==> src/rtl/corr_pkt_pkg.sv <==
// Shared definitions for the correlator result packet.
//   PKT_NBYTES        number of bytes in one packet on the bytepipe
//   IDX_WIN..IDX_SYMDIFF  byte-index encoding used by the unpacker
//   corrPkt_t         parallel packet word, also used on the correlator side
//   next_idx()        byte-index successor with wrap at the last byte
package corr_pkt_pkg;

    localparam int PKT_NBYTES = 5;

    localparam logic [2:0] IDX_WIN     = 3'd0;
    localparam logic [2:0] IDX_X       = 3'd1;
    localparam logic [2:0] IDX_Y       = 3'd2;
    localparam logic [2:0] IDX_ISECT   = 3'd3;
    localparam logic [2:0] IDX_SYMDIFF = 3'd4;

    typedef struct packed {
        logic [7:0] winNum;
        logic [7:0] countX;
        logic [7:0] countY;
        logic [7:0] countIsect;
        logic [7:0] countSymdiff;
    } corrPkt_t;

    function automatic logic [2:0] next_idx(input logic [2:0] idx);
        return (idx == 3'(PKT_NBYTES - 1)) ? IDX_WIN : idx + 3'd1;
    endfunction

endpackage

==> src/rtl/corr_pkt_unpack_if.sv <==
// Bus bundle for corr_pkt_unpack.
//   bp_data/bp_valid/bp_ready    byte stream in (valid/ready)
//   pkt/pkt_valid/pkt_ready      reassembled packet out (valid/ready)
// Modports: master = stream source and packet sink, slave = the unpacker.
interface corr_pkt_unpack_if;
    import corr_pkt_pkg::*;

    logic [7:0] bp_data;
    logic       bp_valid;
    logic       bp_ready;
    corrPkt_t   pkt;
    logic       pkt_valid;
    logic       pkt_ready;

    modport master (
        output bp_data, bp_valid, pkt_ready,
        input  bp_ready, pkt, pkt_valid
    );

    modport slave (
        input  bp_data, bp_valid, pkt_ready,
        output bp_ready, pkt, pkt_valid
    );

endinterface

==> src/rtl/corr_pkt_unpack_seq_check.sv <==
// corr_seq_check: winNum continuity checker for reassembled packets.
// Ports:
//   clk, rst     clock, asynchronous active-high reset
//   load         a packet is being loaded this cycle (already clock-gated)
//   win_num      winNum of the packet being loaded
//   resync       forget the expected winNum (already clock-gated)
//   set_err      value seq_err takes on resync (1 for an idle-timeout resync)
//   n_dropped    saturating count of lost windows
//   seq_err      sticky discontinuity flag
module corr_seq_check #(
    parameter int DROPCOUNT_W = 16
) (
    input  logic                   clk,
    input  logic                   rst,
    input  logic                   load,
    input  logic [7:0]             win_num,
    input  logic                   resync,
    input  logic                   set_err,
    output logic [DROPCOUNT_W-1:0] n_dropped,
    output logic                   seq_err
);

    // Sum is wide enough for either operand plus a carry.
    localparam int SUM_W = ((DROPCOUNT_W > 8) ? DROPCOUNT_W : 8) + 1;

    function automatic logic [DROPCOUNT_W-1:0] sat_add(input logic [DROPCOUNT_W-1:0] cnt,
                                                       input logic [7:0] d);
        logic [SUM_W-1:0] sum;
        sum = SUM_W'(cnt) + SUM_W'(d);
        if (sum > SUM_W'({DROPCOUNT_W{1'b1}}))
            return {DROPCOUNT_W{1'b1}};
        return sum[DROPCOUNT_W-1:0];
    endfunction

    logic       exp_vld;
    logic [7:0] exp_win;
    logic [7:0] gap;

    // Modulo-256 distance; 255 followed by 0 gives zero.
    assign gap = win_num - exp_win;

    always_ff @(posedge clk or posedge rst) begin
        if (rst) begin
            exp_vld   <= 1'b0;
            exp_win   <= '0;
            n_dropped <= '0;
            seq_err   <= 1'b0;
        end else if (resync) begin
            exp_vld <= 1'b0;
            seq_err <= set_err;
        end else if (load) begin
            exp_win <= win_num + 8'd1;
            exp_vld <= 1'b1;
            if (exp_vld && gap != 8'd0) begin
                seq_err   <= 1'b1;
                n_dropped <= sat_add(n_dropped, gap);
            end
        end
    end

endmodule

==> src/rtl/corr_pkt_unpack.sv <==
// corr_pkt_unpack: reassembles the correlator's 5-byte result packets
// (winNum, countX, countY, countIsect, countSymdiff) from a bytepipe into
// one parallel word and tracks winNum continuity.
// Ports:
//   i_clk, i_rst   clock, asynchronous active-high reset
//   i_cg           clock-gate enable; all state holds when low
//   i_resync       abandon partial packet and forget the last winNum
//   bus            corr_pkt_unpack_if.slave (byte stream in, packet out)
//   o_nDropped     saturating lost-window count
//   o_seqErr       sticky winNum discontinuity flag
// Build option: define CORR_PKT_UNPACK_TIMEOUT_EN to add an idle timer that
// abandons a partial packet after 2**TIMEOUT_W-1 idle cycles.
module corr_pkt_unpack
    import corr_pkt_pkg::*;
#(
    parameter int DROPCOUNT_W = 16,
    parameter int TIMEOUT_W   = 12
) (
    input  logic                   i_clk,
    input  logic                   i_rst,
    input  logic                   i_cg,
    input  logic                   i_resync,
    corr_pkt_unpack_if.slave       bus,
    output logic [DROPCOUNT_W-1:0] o_nDropped,
    output logic                   o_seqErr
);

    logic [2:0] idx;
    logic [7:0] stg_win;
    logic [7:0] stg_x;
    logic [7:0] stg_y;
    logic [7:0] stg_isect;
    logic       stalled;
    logic       hs;
    logic       pop;
    logic       load;
    logic       resync_eff;
    logic       timeout_hit;

    // Only the final byte can be refused: it needs the output slot free.
    assign stalled      = (idx == IDX_SYMDIFF) && bus.pkt_valid && !bus.pkt_ready;
    assign bus.bp_ready = !stalled;

    assign hs         = i_cg && bus.bp_valid && bus.bp_ready;
    assign pop        = i_cg && bus.pkt_valid && bus.pkt_ready;
    assign resync_eff = i_cg && (i_resync || timeout_hit);
    // A resync in the same cycle drops the byte, so it cannot complete a packet.
    assign load       = hs && !resync_eff && (idx == IDX_SYMDIFF);

`ifdef CORR_PKT_UNPACK_TIMEOUT_EN
    logic [TIMEOUT_W-1:0] idle_tmr;

    assign timeout_hit = &idle_tmr;

    always_ff @(posedge i_clk or posedge i_rst) begin
        if (i_rst) begin
            idle_tmr <= '0;
        end else if (i_cg) begin
            if (hs || resync_eff)
                idle_tmr <= '0;
            else if (idx != IDX_WIN && !stalled)
                idle_tmr <= idle_tmr + TIMEOUT_W'(1);
        end
    end
`else
    // No idle timer in this build; the expression is constant false.
    assign timeout_hit = (TIMEOUT_W < 0);
`endif

    always_ff @(posedge i_clk or posedge i_rst) begin
        if (i_rst)
            idx <= IDX_WIN;
        else if (resync_eff)
            idx <= IDX_WIN;
        else if (hs)
            idx <= next_idx(idx);
    end

    // Staging holds bytes 0..3; contents are don't-care outside a packet.
    always_ff @(posedge i_clk) begin
        if (hs && !resync_eff) begin
            case (idx)
                IDX_WIN:   stg_win   <= bus.bp_data;
                IDX_X:     stg_x     <= bus.bp_data;
                IDX_Y:     stg_y     <= bus.bp_data;
                IDX_ISECT: stg_isect <= bus.bp_data;
                default:   ;
            endcase
        end
    end

    // A load on the same cycle as a pop keeps the slot full with the new packet.
    always_ff @(posedge i_clk or posedge i_rst) begin
        if (i_rst) begin
            bus.pkt       <= '0;
            bus.pkt_valid <= 1'b0;
        end else if (load) begin
            bus.pkt       <= '{winNum: stg_win, countX: stg_x, countY: stg_y,
                               countIsect: stg_isect, countSymdiff: bus.bp_data};
            bus.pkt_valid <= 1'b1;
        end else if (pop) begin
            bus.pkt_valid <= 1'b0;
        end
    end

    corr_seq_check #(
        .DROPCOUNT_W (DROPCOUNT_W)
    ) u_seq_check (
        .clk       (i_clk),
        .rst       (i_rst),
        .load      (load),
        .win_num   (stg_win),
        .resync    (resync_eff),
        .set_err   (timeout_hit),
        .n_dropped (o_nDropped),
        .seq_err   (o_seqErr)
    );

endmodule

==> src/flat_wrapper.sv <==
// flat-port wrapper written by rule: the top's interface ports become plain ports
module corr_pkt_unpack_flat import corr_pkt_pkg::*;
#(
    parameter int DROPCOUNT_W = 16,
    parameter int TIMEOUT_W   = 12
)
  (i_clk, i_rst, i_cg, i_resync, o_nDropped, o_seqErr, bus_bp_data, bus_bp_valid, bus_pkt_ready, bus_bp_ready, bus_pkt, bus_pkt_valid);
  corr_pkt_unpack_if bus_i ();
  input  logic i_clk;
  input  logic i_rst;
  input  logic i_cg;
  input  logic i_resync;
  output logic [DROPCOUNT_W-1:0] o_nDropped;
  output logic o_seqErr;
  input wire logic [$bits(bus_i.bp_data)-1:0] bus_bp_data;
  input wire logic [$bits(bus_i.bp_valid)-1:0] bus_bp_valid;
  input wire logic [$bits(bus_i.pkt_ready)-1:0] bus_pkt_ready;
  output wire logic [$bits(bus_i.bp_ready)-1:0] bus_bp_ready;
  output wire logic [$bits(bus_i.pkt)-1:0] bus_pkt;
  output wire logic [$bits(bus_i.pkt_valid)-1:0] bus_pkt_valid;
  assign bus_i.bp_data = bus_bp_data;
  assign bus_i.bp_valid = bus_bp_valid;
  assign bus_i.pkt_ready = bus_pkt_ready;
  assign bus_bp_ready = bus_i.bp_ready;
  assign bus_pkt = bus_i.pkt;
  assign bus_pkt_valid = bus_i.pkt_valid;
  corr_pkt_unpack #(.DROPCOUNT_W(DROPCOUNT_W), .TIMEOUT_W(TIMEOUT_W)) u_core (.i_clk(i_clk), .i_rst(i_rst), .i_cg(i_cg), .i_resync(i_resync), .bus(bus_i), .o_nDropped(o_nDropped), .o_seqErr(o_seqErr));
endmodule
==> config.mk <==
export PLATFORM = sky130hd
export DESIGN_NAME = corr_pkt_unpack_flat
export DESIGN_NICKNAME = d
export VERILOG_FILES = /design/src/rtl/corr_pkt_pkg.sv /design/src/rtl/corr_pkt_unpack_if.sv /design/src/rtl/corr_pkt_unpack_seq_check.sv /design/src/rtl/corr_pkt_unpack.sv /design/src/flat_wrapper.sv
export SDC_FILE = /design/constraint.sdc
export NUM_CORES = 1
export LEC_CHECK = 0
export CAP_MARGIN = 20
export CORE_ASPECT_RATIO = 2
export CORE_UTILIZATION = 35
export CTS_BUF_LIST = sky130_fd_sc_hd__clkbuf_2
export DETAILED_ROUTE_END_ITERATION = 10
export GPL_ROUTABILITY_DRIVEN = 1
export GPL_TIMING_DRIVEN = 0
export SYNTH_ARGS = -nofsm -noshare
export SYNTH_HDL_FRONTEND = slang
export SYNTH_SLANG_ARGS = --single-unit
==> constraint.sdc <==
create_clock -name i_clk -period 4.59 [get_ports i_clk]
set_clock_uncertainty 0.1 [all_clocks]
set_input_delay 0.918 -clock i_clk [delete_from_list [all_inputs] [get_ports i_clk]]
set_output_delay 0.918 -clock i_clk [all_outputs]
set_load 0.005 [all_outputs]
==> impl_metrics.py <==
metrics = {
    "synth": {
        "synth_fp_nets": 398,
        "syn_inst": 360,
        "postSynthAreaPerCell_um2": 13.0,
        "synth_edf_count": 32,
        "synthDistinctLibCells": 44,
        "async_flop_share_pct": 68.6,
        "synth_ff_type": "dfrtp_1",
        "ys_seq_area_share_pct": 58.2,
        "syn_area_mm2": 0.00466,
        "yosysWarnings": 0,
        "synth_seq_cells": 102,
    },
    "setup_path": {
        "required_ns": 4.97,
        "critPathArrivalTime_ns": 4.53,
        "cp-end-kind": "register",
        "cp_max_fo": 10,
        "rr_endpoint": "u_core.u_seq_check.n_dropped[2]",
        "criticalPathCategory": "reg2reg",
        "r2r-start": "u_core.stg_win[0]",
        "crit_start": "u_core.stg_win[0]",
        "critPathLaunchType": "register",
        "r2r_setup_slack_ns": 0.44,
        "worst_r2r_path_depth": 16,
    },
    "route": {
        "dr.pass1.iters": 4,
        "vias_per_cell": 5.01,
        "wl_per_cell_um": 16.3,
        "num_vias": 3018,
        "detail-route-antenna-nets": 0,
        "drcViolationCount": 0,
        "totalWireLength_um": 9840,
        "drt_iter0_drc": 110,
    },
    "die": {
        "coreArea_mm2": 0.0130,
        "rows": 59,
        "dieArea_mm2": 0.0138,
        "io_pins": 73,
        "die_h_um": 165,
        "die_w_um": 83.6,
        "start_util_pct": 35.9,
    },
    "power_and_ir_drop": {
        "power.density_mw_per_mm2": 540,
        "leakagePower_nw": 2.37,
        "power_mw": 3.08,
        "worst_ir_drop_vdd_uv": 347,
    },
    "finish": {
        "layout.cells.non_filler": 602,
        "final_area_mm2": 0.00571,
        "syn2layout_area_growth_pct": 22.4,
        "mostFrequentLayoutCells": "clkdlybuf4s50_1, dfrtp_1, mux2_2, edfxtp_1, nand2_1",
        "final_common_cell": "clkdlybuf4s50_1",
        "fin_nets": 482,
        "drive_gt1_share_pct": 16.0,
    },
    "min_path": {
        "min_from": "u_core.stg_x[0]",
        "hp-class": "reg2reg",
        "hold_depth": 1,
        "worstHoldEndpoint": "u_core.bus.pkt[24]",
    },
    "cts": {
        "ctsResizeCount": 0,
        "cts-root-buf": "clkbuf_2",
        "insertion_delay_ns": 0.56,
        "numCtsBuffers": 9,
        "clock_sinks": 102,
        "cts_tree": "built",
        "cts_hold_buf": 0,
        "h-tree-depth": 3,
        "clockBufferDepth": 2,
        "clkTransAtPathRegs_ns": 0.29,
        "cts_setup_buffers": 0,
    },
    "timing": {
        "fin_crit_ns": 4.15,
        "relSlewSlack_pct": 51.6,
        "worst-slew-pin-transition_ns": 0.725,
        "period_share_pct": 90.4,
        "fin_tns_setup_ns": 0,
        "max_freq_ghz": 0.241,
        "whs_ns": 0.393,
        "rsz0062_at_grt": "no",
        "hold_viol": 0,
        "drv_slew": 0,
        "setup_viol": 0,
    },
    "global_routing": {
        "antenna_found_initial": 1,
        "grt_pass1_vias": 3052,
        "grtUsageTotal_pct": 14.8,
        "grt_max_degree": 59,
        "overflow": 0,
        "grt_pass1_wl_um": 15600,
    },
    "placement": {
        "hpwlAfterDp_um": 7460,
        "portBuffers": 72,
        "placedCellCount": 585,
        "gp_congestion": 0.779,
        "postPlaceCellArea_mm2": 0.00560,
    },
    "run_status": {
        "status": "finished clean",
    },
    "flow_run": {
        "cap_violations": 0,
    },
}
sequential cells by signal (all words and copies together), names as in the netlist:
signal and count:
u_core.stg_y 8, u_core.idx 3, u_core.u_seq_check.exp_vld 1, u_core.bus.pkt_valid 1, u_core.stg_win 8, u_core.stg_isect 8
u_core.stg_x 8, u_core.bus.pkt 40, u_core.u_seq_check.seq_err 1, u_core.u_seq_check.n_dropped 16, u_core.u_seq_check.exp_win 8
kinds of logic after synthesis:
group / synth area share (%)
XOR/XNOR: 2.44
AO/OA/AOI/OAI: 6.63
flip-flops: 58.2
buffers and inverters: 2.33
multiplexers: 13.7
AND/OR/NAND/NOR: 9.95
adder cells (fa/ha/maj): 6.76
report_power, final:
part           switching (mW)  internal [mW]  leakage (nW)  total, mW
Combinational           0.624          0.784          1.15       1.41
Sequential              0.131           1.15          1.15       1.28
Clock                   0.311         0.0802        0.0638      0.391
synth_stat cells (4+ instances only):
| cell | number | share of area (%) |
|---|---|---|
| nor2b_1 | 4 | 0.54 |
| dfrtp_1 | 70 | 38 |
| mux2_4 | 6 | 1.9 |
| mux2_1 | 4 | 0.97 |
| ha_1 | 22 | 5.9 |
| xor2_1 | 6 | 1.1 |
| clkbuf_1 | 6 | 0.48 |
| o21ai_0 | 15 | 1.6 |
| a21o_1 | 5 | 0.81 |
| edfxtp_1 | 32 | 21 |
| xnor2_1 | 7 | 1.3 |
| a21oi_1 | 12 | 1.3 |
| nand2_1 | 25 | 2.0 |
| and2_1 | 5 | 0.67 |
| and3_1 | 4 | 0.54 |
| nand3_1 | 10 | 1.1 |
| nand2b_1 | 4 | 0.54 |
| mux2_2 | 43 | 10 |
| inv_1 | 22 | 1.8 |
| nor3_1 | 5 | 0.54 |
| nor4_1 | 4 | 0.54 |
| nor2_1 | 17 | 1.4 |
worst max path at each step:
stage / endpoint / cells past startpoint
finish: u_core.u_seq_check.n_dropped[2] / 16
floorplan: u_core.u_seq_check.n_dropped[2] / 16
CTS: u_core.u_seq_check.n_dropped[3] / 16
detailed placement: u_core.u_seq_check.n_dropped[3] / 16
global placement: u_core.idx[1] / 2
global route: u_core.u_seq_check.n_dropped[2] / 16
layout make-up:
cell class / instances / area (µm²)
fillers: 1230 / 7280
well taps: 152 / 190
diodes: 1 / 2.50
plain buffers: 7 / 26.3
clock buffers: 9 / 45.0
flip-flops and latches: 102 / 2710
repair buffers: 73 / 748
inverters: 22 / 85.1
clock inverters: 7 / 56.3
multi-input cells: 229 / 1840
critical path: stages, from the launching register on:
cell	delay [ns]
edfxtp_1	0.53
inv_1	0.09
ha_1	0.15
inv_1	0.05
fa_1	0.42
a211oi_2	0.28
nor2_1	0.10
xor2_1	0.16
ha_1	0.33
o21a_1	0.13
o31a_1	0.12
o21ai_0	0.24
a21oi_1	0.15
o211ai_1	0.39
clkbuf_1	0.41
o21ai_0	0.16
mux2_4	0.28
through the flow:
stage	setup WS, ns	utilization [%]
final	0.440	43.9
after global routing	0.104	43.9
after CTS	0.421	43.9
after detailed placement	0.446	43.1
after global placement	0.317	42.9
after floorplan	1.14	-
per-layer routing:
layer / vias to the layer above / track usage, % / share of wire [%]
met4: 0 / 7.01 / 2.2
met3: 12 / 2.68 / 3.2
li1: 1444 / - / -
met1: 1502 / 14.9 / 37
met5: - / 0 / 0
met2: 60 / 28.8 / 57
(Power assumes the default switching activity.)
==> patch 1: new RTL, config.mk and constraints unchanged <==
`DROPCOUNT_W` is set to 16 in 3 places; all go to 32.
--- a/src/rtl/corr_pkt_unpack_seq_check.sv
+++ b/src/rtl/corr_pkt_unpack_seq_check.sv
@@ -8,7 +8,7 @@
 //   n_dropped    saturating count of lost windows
 //   seq_err      sticky discontinuity flag
 module corr_seq_check #(
-    parameter int DROPCOUNT_W = 16
+    parameter int DROPCOUNT_W = 32
 ) (
     input  logic                   clk,
     input  logic                   rst,
--- a/src/rtl/corr_pkt_unpack.sv
+++ b/src/rtl/corr_pkt_unpack.sv
@@ -13,7 +13,7 @@
 module corr_pkt_unpack
     import corr_pkt_pkg::*;
 #(
-    parameter int DROPCOUNT_W = 16,
+    parameter int DROPCOUNT_W = 32,
     parameter int TIMEOUT_W   = 12
 ) (
     input  logic                   i_clk,
--- a/src/flat_wrapper.sv
+++ b/src/flat_wrapper.sv
@@ -1,7 +1,7 @@
 // flat-port wrapper written by rule: the top's interface ports become plain ports
 module corr_pkt_unpack_flat import corr_pkt_pkg::*;
 #(
-    parameter int DROPCOUNT_W = 16,
+    parameter int DROPCOUNT_W = 32,
     parameter int TIMEOUT_W   = 12
 )
   (i_clk, i_rst, i_cg, i_resync, o_nDropped, o_seqErr, bus_bp_data, bus_bp_valid, bus_pkt_ready, bus_bp_ready, bus_pkt, bus_pkt_valid);
Interface: changed (resized o_nDropped); port bits go from 73 to 89. The function was not compared with the original's and may differ.
==> patch 1 against the unedited design <==
  * Power grew 19%
  * Global-route usage is 3.0 points higher
  * Worst setup slack worse by 140 ps
  * Sequential cell count increased by 16
  * Routed wire length increased by 40%
  * Final area grew 25%
  * Synthesized area rose by 22%
  * Cell count rose by 33%
  * Largest cell class unchanged
==> patch 1: results (changes against the unedited design) <==
| Metric | Value |
|---|---|
| Synth cell types | `61 (+39%)` |
| Skew-Pair Late Insertion Delay | `680 ps (+120 ps)` |
| Number of global-route vias before repair | `4440 (+45%)` |
| Worst slew pin tran | `793.3 ps (+67.93 ps)` |
| Post-synth top cells | `dfrtp_1, mux2_2, nand2_1` |
| WP data arrival | `4770 ps (+240 ps)` |
| LEAKAGE | `3.045 nW (+29%)` |
| TritonCTS Buffers | `17 (+8)` |
| Worst Path Max Fanout | `9 (-1)` |
| Worst vdd ir | `0.0003193 V (-7.9%)` |
| Reg2reg start | `u_core.stg_win[0]` |
| H-tree depth | `4 (+1)` |
| Via count | `4202 (+39%)` |
| Max incr delay on CP | `~520 ps` |
| Pin count of the biggest net entering global routing | `52 (-12%)` |
| RR Endpoint | `u_core.u_seq_check.n_dropped[30]` |
| Initial DRC count | `160 (+45%)` |
| Final #Nets | `624 (+29%)` |
| Run status | `complete, no violations` |
| Via density | `5.239 (+4.5%)` |
| Final HPWL DP | `10400 um (+39%)` |
| Global-route wire length before repair | `22690 um (+46%)` |
| Gpl congestion | `0.8654 (+11%)` |
| Total track usage | `17.77% (+3.0 points)` |
| Hold endpoint | `u_core.bus.pkt[18]` |
| Sequential-to-total area share from yosys stat | `54.90% (-3.3 points)` |
| Placed Instances | `769 (+31%)` |
| Hold Path Class | `flop to flop` |
| Share of layout cells above drive strength 1 | `17.00% (+0.96 points)` |
| Largest registers | `u_core.bus.pkt: 40 flops, u_core.u_seq_check.n_dropped: 32 flops` |
| Worst hold margin | `395.3 ps (+1.909 ps)` |
| Initial antenna violation count | `1 (unchanged)` |
| Port Buffers | `87 (+21%)` |
| Syn_nets | `517 (+30%)` |
| Post-synth top area cell | `dfrtp_1` |
| Post-synth EDFFs | `32 (unchanged)` |
| R2R Setup Slk | `300 ps (-140 ps)` |
| R2R depth | `16 (unchanged)` |
| Avg Cell Area, Syn | `11.81 um2 (-8.8%)` |
| Hold Startpoint | `u_core.stg_y[2]` |
| Filler Cells Inserted | `1514 (+23%)` |
| CP delay by family, top | `simple AND/OR/NAND/NOR gates` |
| Clock transition at path regs | `190 ps (-100 ps)` |
| Async set-reset flop share out of synthesis | `72.88% (+4.3 points)` |
| WL per Instance | `17.14 um (+4.9%)` |
| Yosys warns | `0 (unchanged)` |
| First-pass DRT Iterations | `4 (unchanged)` |
| Synth area leaders | `dfrtp_1, edfxtp_1, mux2_2` |
[patch 1: cell count changes after synthesis, sizes merged, moves of 7 or more]
| cell | change |
|---|---|
| nand2 | +13 |
| buf | +8 |
| dfrtp | +16 |
| nor2 | +8 |
| mux2 | -8 |
| and3 | +8 |
| a31oi | +26 |
| nand4 | +10 |
| and2 | +7 |
| a21oi | +13 |
[patch 1: cells by family (layout without fill, tap and decap cells)]
family	count (synthesis)	count (layout)	synth area share, %
simple gates	138	138	13.02
flops	118	118	54.90
compound gates	98	98	11.87
mux	46	46	9.245
buf+inv	42	162	3.310
fa+ha+maj	23	23	5.340
xor+xnor	15	15	2.317
other cells	0	1	0
[patch 1: stage by stage]
step	cell area [um2]	setup slack [ps]	utilization (%)	total power [mW]	setup TNS (ps)
2_1_floorplan	5670	856.3	-	2.285	0
3_3_place_gp	6793	-232.7	43.05	2.866	-19490
3_5_place_dp	6828	336.7	43.28	2.906	0
4_1_cts	7116	293.8	45.10	3.722	0
5_1_grt	7118	78.61	45.12	3.922	0
6_report	7118	298.8	45.12	3.666	0
[patch 1: layout make-up]
class / instances / share of cell area, %
multi-input cells: 320 / 33.36
flip-flops and latches: 118 / 43.73
clock buffers: 18 / 1.266
well taps: 201 / 3.533
plain buffers: 17 / 1.318
clock inverters: 14 / 2.777
inverters: 25 / 1.353
diodes: 1 / 0.03516
repair buffers: 88 / 12.62
[patch 1: per-layer routing]
layer  part of all wire [%]  GRT usage, %  wire [um]
met1                     36         17.29       4898
met2                     56         33.04       7701
met3                    5.2         5.360        716
met4                    3.1         9.000        432
met5                      0             0          0
[patch 1: how the worst max path moves through the flow]
stage / end / slack, ps / cells after the start
floorplan: u_core.u_seq_check.n_dropped[30] / 860 / 16
global placement: u_core.idx[0] / -230 / 2
detailed placement: u_core.u_seq_check.n_dropped[30] / 340 / 16
CTS: u_core.u_seq_check.n_dropped[30] / 290 / 16
global route: u_core.u_seq_check.n_dropped[30] / 80 / 16
finish: u_core.u_seq_check.n_dropped[30] / 300 / 16
[patch 1: report_power, final]
part           leakage, nW  switching [mW]  internal [mW]
Sequential            1.39           0.137           1.30
Clock                0.165           0.434          0.366
Combinational         1.49           0.654          0.772
Total                 3.04            1.23           2.44
==> patch 2: new RTL, same flow settings <==
Made on the original files. Put a register stage on the output `o_seqErr`, cleared by the reset. The value now appears one clock later. The other outputs are not delayed to match.
--- a/src/rtl/corr_pkt_unpack.sv
+++ b/src/rtl/corr_pkt_unpack.sv
@@ -24,6 +24,8 @@
     output logic [DROPCOUNT_W-1:0] o_nDropped,
     output logic                   o_seqErr
 );
+
+    logic o_seqErr_d;
 
     logic [2:0] idx;
     logic [7:0] stg_win;
@@ -113,8 +115,16 @@
         .resync    (resync_eff),
         .set_err   (timeout_hit),
         .n_dropped (o_nDropped),
-        .seq_err   (o_seqErr)
+        .seq_err   (o_seqErr_d)
     );
+
+    always_ff @(posedge i_clk or posedge i_rst) begin
+        if (i_rst) begin
+            o_seqErr <= '0;
+        end else begin
+            o_seqErr <= o_seqErr_d;
+        end
+    end
 
 endmodule
 
Check against the original RTL: same outputs for any inputs over 10 cycles, from zero or initial values and one cycle with i_rst high; that may be too few to reach the edited logic, so the function may still have changed.
==> patch 2 against the unedited design <==
  * The run now ends with DRC left
  * Power rose by 2.4%
  * Global-route usage grew 0.82 points
  * Via count shrank 0.96%
  * Synthesized area is 0.54% higher
  * Routed wire length up 2.3%
  * Final area up 0.90%
  * Critical path depth unchanged
  * Sequential share of layout area barely moved
  * Sequential cell count grew 1
  * Worst setup slack improved by 18 ps
  * First-iteration DRC count shrank 0.91%
  * Critical path type unchanged
==> patch 2: results (changes against the unedited design) <==
| Metric | Value |
|---|---|
| Run status | `complete, but fails checks` |
| Failing checks | `DRC` |
| Setup slack at placement | `426.8 ps (-19.13 ps)` |
| Area of placed instances | `5629 um2 (+0.45%)` |
| Gpl congestion | `0.7921 (+1.7%)` |
| WL per Instance | `16.70 um (+2.2%)` |
| Switch Pwr | `1.073 mW (+0.68%)` |
| Final Non-Filler Cells | `603 (+0.17%)` |
| Number of global-route vias before repair | `3222 (+5.6%)` |
| Post-route DRC | `8 (+8)` |
| Post-synth top cells | `dfrtp_1, mux2_2, edfxtp_1` |
| Adder-cell share of the synthesized area | `6.725% (-0.036 points)` |
| M3 GR Usage | `2.691% (+0.0067 points)` |
| Avg Cell Area, Syn | `12.99 um2 (+0.26%)` |
| Worst slew pin tran | `703.4 ps (-21.89 ps)` |
| Via density | `4.957 (-1.1%)` |
| Sequential-to-total area share from yosys stat | `58.39% (+0.22 points)` |
| Synth Area in Compound Gates | `6.592% (-0.035 points)` |
| Syn_nets | `399 (+0.25%)` |
| Max incr delay on CP | `520 ps` |
| First-pass DRT Iterations | `7 (+3)` |
| Global-route wire length before repair | `16640 um (+6.8%)` |
| Met2 usage | `30.15% (+1.4 points)` |
| Pin count of the biggest net entering global routing | `56 (-5.1%)` |
| Initial DRC count | `109 (-0.91%)` |
| Worst vdd ir | `0.0002750 V (-21%)` |
| LEAKAGE | `2.394 nW (+1.1%)` |
| Final HPWL DP | `7615 um (+2.1%)` |
| Hold Startpoint | `u_core.u_seq_check.seq_err` |
| Placed Instances | `586 (+0.17%)` |
| Async set-reset flop share out of synthesis | `68.93% (+0.30 points)` |
| Grt met1 use | `16.33% (+1.4 points)` |
| Post-Synth XOR/XNOR Area | `2.429% (-0.013 points)` |
| Share of layout cells above drive strength 1 | `16.22% (+0.19 points)` |
| H-tree depth | `3 (unchanged)` |
[patch 2: area by class of cell]
type	count	area, um2	share of cell area, %
Sequential cell	103	2738	47.53
Multi-Input combinational cell	229	1842	31.98
Timing Repair Buffer	73	748.2	12.99
Tap cell	152	190.2	3.302
Inverter	22	85.08	1.477
Clock inverter	6	77.57	1.347
Clock buffer	10	50.05	0.8690
Buffer	7	26.28	0.4562
Antenna cell	1	2.502	0.04345
[patch 2: metrics by stage]
step | util, % | hold WS (ps)
2_1_floorplan | - | 254.1
3_3_place_gp | 42.85 | 266.7
3_5_place_dp | 43.08 | 282.5
4_1_cts | 44.06 | 338.4
5_1_grt | 44.08 | 343.7
6_report | 44.08 | 334.3
[patch 2: logic make-up after synthesis]
logic type | count (synthesis)
adders and majority gates | 24
buffers and inverters | 29
muxes | 55
and+or+nand+nor | 90
DFF | 103
AOI/OAI and AO/OA | 47
xor gates and xnor gates | 13
[patch 2: power groups by stage]
stage          Sequential [mW]  Combinational [mW]  Clock (mW)
2_1_floorplan             1.31               0.832           0
3_3_place_gp              1.32                1.39           0
3_5_place_dp              1.32                1.42           0
4_1_cts                   1.30                1.43       0.475
5_1_grt                   1.33                1.56       0.511
6_report                  1.30                1.40       0.457
[patch 2: final timing paths]
path                                              endpoint  slack [ps]  cells after the start
max                        u_core.u_seq_check.n_dropped[2]         460                     16
min                                        u_core.o_seqErr         330                      0
max reg2reg                u_core.u_seq_check.n_dropped[2]         460                     16
min reg2reg                                u_core.o_seqErr         330                      0
max in group asynchronous               u_core.bus.pkt[39]        3340                      3
min in group asynchronous                  u_core.o_seqErr         490                      2
[patch 2: routing by layer]
metal  part of all wire, %  vias to the layer above  wire [um]
li1                      -                     1449          -
met1                    37                     1473       3768
met2                    58                       53       5829
met3                   2.9                       14        288
met4                   1.8                        0        183
met5                     0                        -          0
